File: src/rtl/noc_port_arbiter.sv
// Output-port arbiter: round-robin with a bounded burst lock feeding one
// registered output stage under a valid/ready handshake.
module noc_port_arbiter #(
  parameter int DataWidth = 32,
  parameter int NumIn     = 3,
  parameter int MaxBurst  = 4
) (
  input  logic                      i_clk,
  input  logic                      i_reset,
  input  logic [NumIn*DataWidth-1:0] i_data,
  input  logic [NumIn-1:0]          i_data_valid,
  output logic [NumIn-1:0]          o_data_ready,
  output logic [DataWidth-1:0]      o_data,
  output logic                      o_data_valid,
  input  logic                      i_data_ready
);

  localparam int IdxW   = $clog2(NumIn);
  localparam int BurstW = $clog2(MaxBurst + 1);

  logic [IdxW-1:0]      rr_ptr;
  logic [IdxW-1:0]      lock_idx;
  logic                 locked;
  logic [BurstW-1:0]    burst_cnt;
  logic [DataWidth-1:0] data_p1;
  logic                 vld_p1;

  logic                 can_accept;
  logic                 lock_hit;
  logic                 rr_vld;
  logic [IdxW-1:0]      rr_idx;
  logic                 sel_vld;
  logic [IdxW-1:0]      sel_idx;
  logic [DataWidth-1:0] sel_flit;
  logic [BurstW-1:0]    next_cnt;
  logic [IdxW-1:0]      next_ptr;

  assign can_accept = ~vld_p1 | i_data_ready;
  assign lock_hit   = locked & i_data_valid[lock_idx] & (burst_cnt < BurstW'(MaxBurst));

  always_comb begin
    int cand;
    cand   = 0;
    rr_vld = 1'b0;
    rr_idx = '0;
    for (int i = 0; i < NumIn; i++) begin
      cand = (int'(rr_ptr) + i) % NumIn;
      if (!rr_vld && i_data_valid[IdxW'(cand)]) begin
        rr_vld = 1'b1;
        rr_idx = IdxW'(cand);
      end
    end
  end

  assign sel_vld = lock_hit | rr_vld;
  assign sel_idx = lock_hit ? lock_idx : rr_idx;

  always_comb begin
    sel_flit = '0;
    for (int k = 0; k < NumIn; k++) begin
      if (IdxW'(k) == sel_idx) sel_flit = i_data[k*DataWidth +: DataWidth];
    end
  end

  assign next_cnt = burst_cnt + BurstW'(1);
  assign next_ptr = (sel_idx == IdxW'(NumIn - 1)) ? '0 : sel_idx + IdxW'(1);

  // Strobe is held off while reset is asserted even though the empty register would accept.
  assign o_data_ready = (i_reset && can_accept && sel_vld) ? (NumIn'(1) << sel_idx) : '0;

  // Stage p1: output register and arbitration state
  always_ff @(posedge i_clk or negedge i_reset) begin
    if (!i_reset) begin
      data_p1   <= '0;
      vld_p1    <= 1'b0;
      rr_ptr    <= '0;
      locked    <= 1'b0;
      lock_idx  <= '0;
      burst_cnt <= '0;
    end else if (can_accept) begin
      if (sel_vld) begin
        data_p1 <= sel_flit;
        vld_p1  <= 1'b1;
        rr_ptr  <= next_ptr;
        if (locked && sel_idx == lock_idx) begin
          burst_cnt <= next_cnt;
          locked    <= (next_cnt < BurstW'(MaxBurst));
        end else begin
          lock_idx  <= sel_idx;
          burst_cnt <= BurstW'(1);
          locked    <= (MaxBurst > 1);
        end
      end else begin
        vld_p1 <= 1'b0;
        if (locked && !i_data_valid[lock_idx]) locked <= 1'b0;
      end
    end
  end

  assign o_data       = data_p1;
  assign o_data_valid = vld_p1;

endmodule

File: config.mk
export PLATFORM = sky130hd
export DESIGN_NAME = noc_port_arbiter
export DESIGN_NICKNAME = d
export VERILOG_FILES = /design/src/rtl/noc_port_arbiter.sv
export SDC_FILE = /design/constraint.sdc
export NUM_CORES = 1
export LEC_CHECK = 0
export CAP_MARGIN = 10
export CORE_ASPECT_RATIO = 1.2
export CORE_MARGIN = 4
export CORE_UTILIZATION = 36
export CTS_CLUSTER_SIZE = 40
export DETAILED_ROUTE_END_ITERATION = 8
export PLACE_DENSITY = 0.89
export SLEW_MARGIN = 40
export SYNTH_ARGS = -nofsm -noshare
export SYNTH_HDL_FRONTEND = slang
export SYNTH_SLANG_ARGS = --single-unit
File: constraint.sdc
create_clock -name i_clk -period 2.5 [get_ports i_clk]
set_input_delay 0.75 -clock i_clk [delete_from_list [all_inputs] [get_ports i_clk]]
set_output_delay 0.75 -clock i_clk [all_outputs]
set_load 0.1 [all_outputs]
==> out/qor.csv <==
metric,value,unit
status,finished with violations,
failed_checks,negative setup slack,
gr-usage-all-layers,0.2134,
cp_slowest_cell,dfrtp_2,
path_max_fanout,8,
syn_area_per_cell,8.683,um^2
synth_edf_count,0,
fin_crit_sh,1.172,
endpoint_kind,output port,
yosysMostFrequentCell,dfrtp_1,
ctsRootBufferMaster,clkbuf_8,
synth_area_leaders,"dfrtp_1 40%, mux2i_1 9.6%, a22oi_1 6.7%",
hp-class,register to register,
gp_congestion,0.8689,
p_leak,0.001901,uW
fin_setup_tns,-1182,ps
core-area,6937,um^2
viasPerCell,5.508,
fillCellCount,538,
finalPower,7432,uW
num_vias,3057,
cp_data_required_time,1750,ps
cp.depth,8,
crit_type,register to output port,
dp_slack,-836.6,ps
start_util,0.3743,
die_x,85.52,um
grt_pass1_vias,3144,
die_area,8640,um^2
synthArstFlopShare,1.000,
critical-path-max-stage-delay,460,ps
clock_path_buffers,2,
ys_types,42,
drtAntennaViolNets,0,
cts_num_sinks,41,
wl_per_cell,17.09,um
row_count,33,
ys_warn_count,0,
power_density,1610,nW/um^2
cp_top_family,flip-flops,
maxCapViolCount,0,
reg2reg_depth,10,
drive_above_1_share,0.2799,
seqCellArea,1028,um^2
grt_util_met1,0.2395,
synth-main-ff-cell,dfrtp_1,
nNetsFinal,572,
pin_count,138,
grt_antenna_before_repair,0,
cts_buffers,5,
crit_chain,ha_4 > buf_4 > a211oi_2 > nor3_4 > mux2i_4 > nand2_4 > nor2_4 > buf_12,
cp.arrival,2180,ps
hold_viol,0,
grt_pass1_wl,14840,um
yosys.area.top_type,dfrtp_1,
hpwl,6966,um
relSlewSlack,0.5886,
multi_input_area,1629,um^2
yosysTopAreaCellShare,0.3952,
fin_worst_skew,14.29,ps
drt_iter0_drc,127,
clk_latency,290,ps
routed_wl,9487,um
grt_max_degree,42,
h-tree-depth,2,
cp.buffers_inverters,2,
portBuffers,137,
cts_tree,yes,
setup_ws,-430.1,ps
grt_overflow,0,
diodes,0,
timing.fmax,0.3413,GHz
use_met3,0.05478,
holdBufCountCts,0,
ys_ff_latch,41,
period_minus_slack,2930,ps
use_met2,0.3792,
syn_inst,299,
worstHoldPathCells,1,
setup_viol,3,
ir_drop,1.063,mV
worst_slew_pin_slew,615.8,ps
holdWs,476.7,ps
drc,0,
crit_path_start_kind,register,
maxSlewViolCount,0,
gr-max-usage-layer,met2,
clk_pin_slew_worst_paths,90,ps
die_height,101.0,um
area_delta_synth_final,77.78,%
syn_nets,404,
rsz0062_at_grt,true,
ys_seq_area_frac,0.3952,
synth_common_cells,"41 x dfrtp_1, 33 x o21ai_0, 26 x nor2_1",
first_pass_iters,5,
synth_area,2596,um^2
## area by class of cell
class,count,share of cell area
clock buffers,6,0.01572
well taps,87,0.02358
clock inverters,2,0.008403
inverters,5,0.004066
multi-input cells,230,0.3529
repair buffers,184,0.3725
flip-flops and latches,41,0.2228
## registers in the layout, indices dropped and copies added (netlist names)
signal / count
o_data: 32
burst_cnt: 3
lock_idx: 2
rr_ptr: 2
locked: 1
o_data_valid: 1
## through the flow
step	utilization	cell area [um^2]	instances
2_1_floorplan	-	2679	299
3_3_place_gp	0.6187	4292	535
3_5_place_dp	0.6187	4292	535
4_1_cts	0.6508	4514	549
5_1_grt	0.6654	4616	555
6_report	0.6654	4616	555
## worst paths after layout
path	start	end	slack, ps
max	rr_ptr[0]	o_data_ready[0]	-430
min	burst_cnt[0]	burst_cnt[0]	480
max reg2reg	rr_ptr[0]	lock_idx[1]	60
min reg2reg	burst_cnt[0]	burst_cnt[0]	480
max in group asynchronous	i_reset	rr_ptr[0]	1510
min in group asynchronous	i_reset	o_data[20]	580
## cell families (layout without fill, tap and decap cells)
group / after synthesis / in the layout / synth area share
mux: 27 / 27 / 0.1065
simple gates: 87 / 87 / 0.1658
buf+inv: 28 / 197 / 0.05542
fa+ha+maj: 3 / 3 / 0.01446
compound gates: 113 / 113 / 0.2627
flops: 41 / 41 / 0.3952
## layout by cell type, fill, tap and decap left out, types with 3 or more instances in the layout
| master | netlist | routed |
|---|---|---|
| mux2i_1 | 25 | 23 |
| o22ai_1 | 9 | 9 |
| buf_6 | 4 | 4 |
| nor2b_1 | 4 | 4 |
| nor2_4 | 1 | 6 |
| clkdlybuf4s50_1 | 0 | 97 |
| nand3_1 | 13 | 12 |
| a21oi_1 | 23 | 20 |
| o21ai_0 | 33 | 31 |
| buf_4 | 0 | 72 |
| a22oi_1 | 23 | 23 |
| buf_12 | 0 | 7 |
| dfrtp_1 | 41 | 39 |
| o21ai_1 | 12 | 12 |
| buf_2 | 6 | 3 |
| nand2_1 | 16 | 14 |
| nor2_1 | 26 | 21 |
| inv_1 | 5 | 3 |
| nor3_1 | 16 | 14 |
| clkbuf_8 | 0 | 5 |
## routing by layer
layer  up-vias  part of all wire
met2       163              0.52
met3        25             0.081
li1       1438                 -
met5         -                 0
met4         0             0.029
met1      1431              0.37
## power by group
group,switching (uW),internal (uW),total (uW)
Sequential,229,998,1230
Combinational,3760,1900,5660
Clock,239,300,539
## what timing repair did
item,CTS,global route
cloned,0,0
gates resized for setup,30,17
endpoints found under the setup margin,41,8
pin swaps,13,10
setup buffers,6,6
Note: power is estimated with default switching activity, not from simulation.
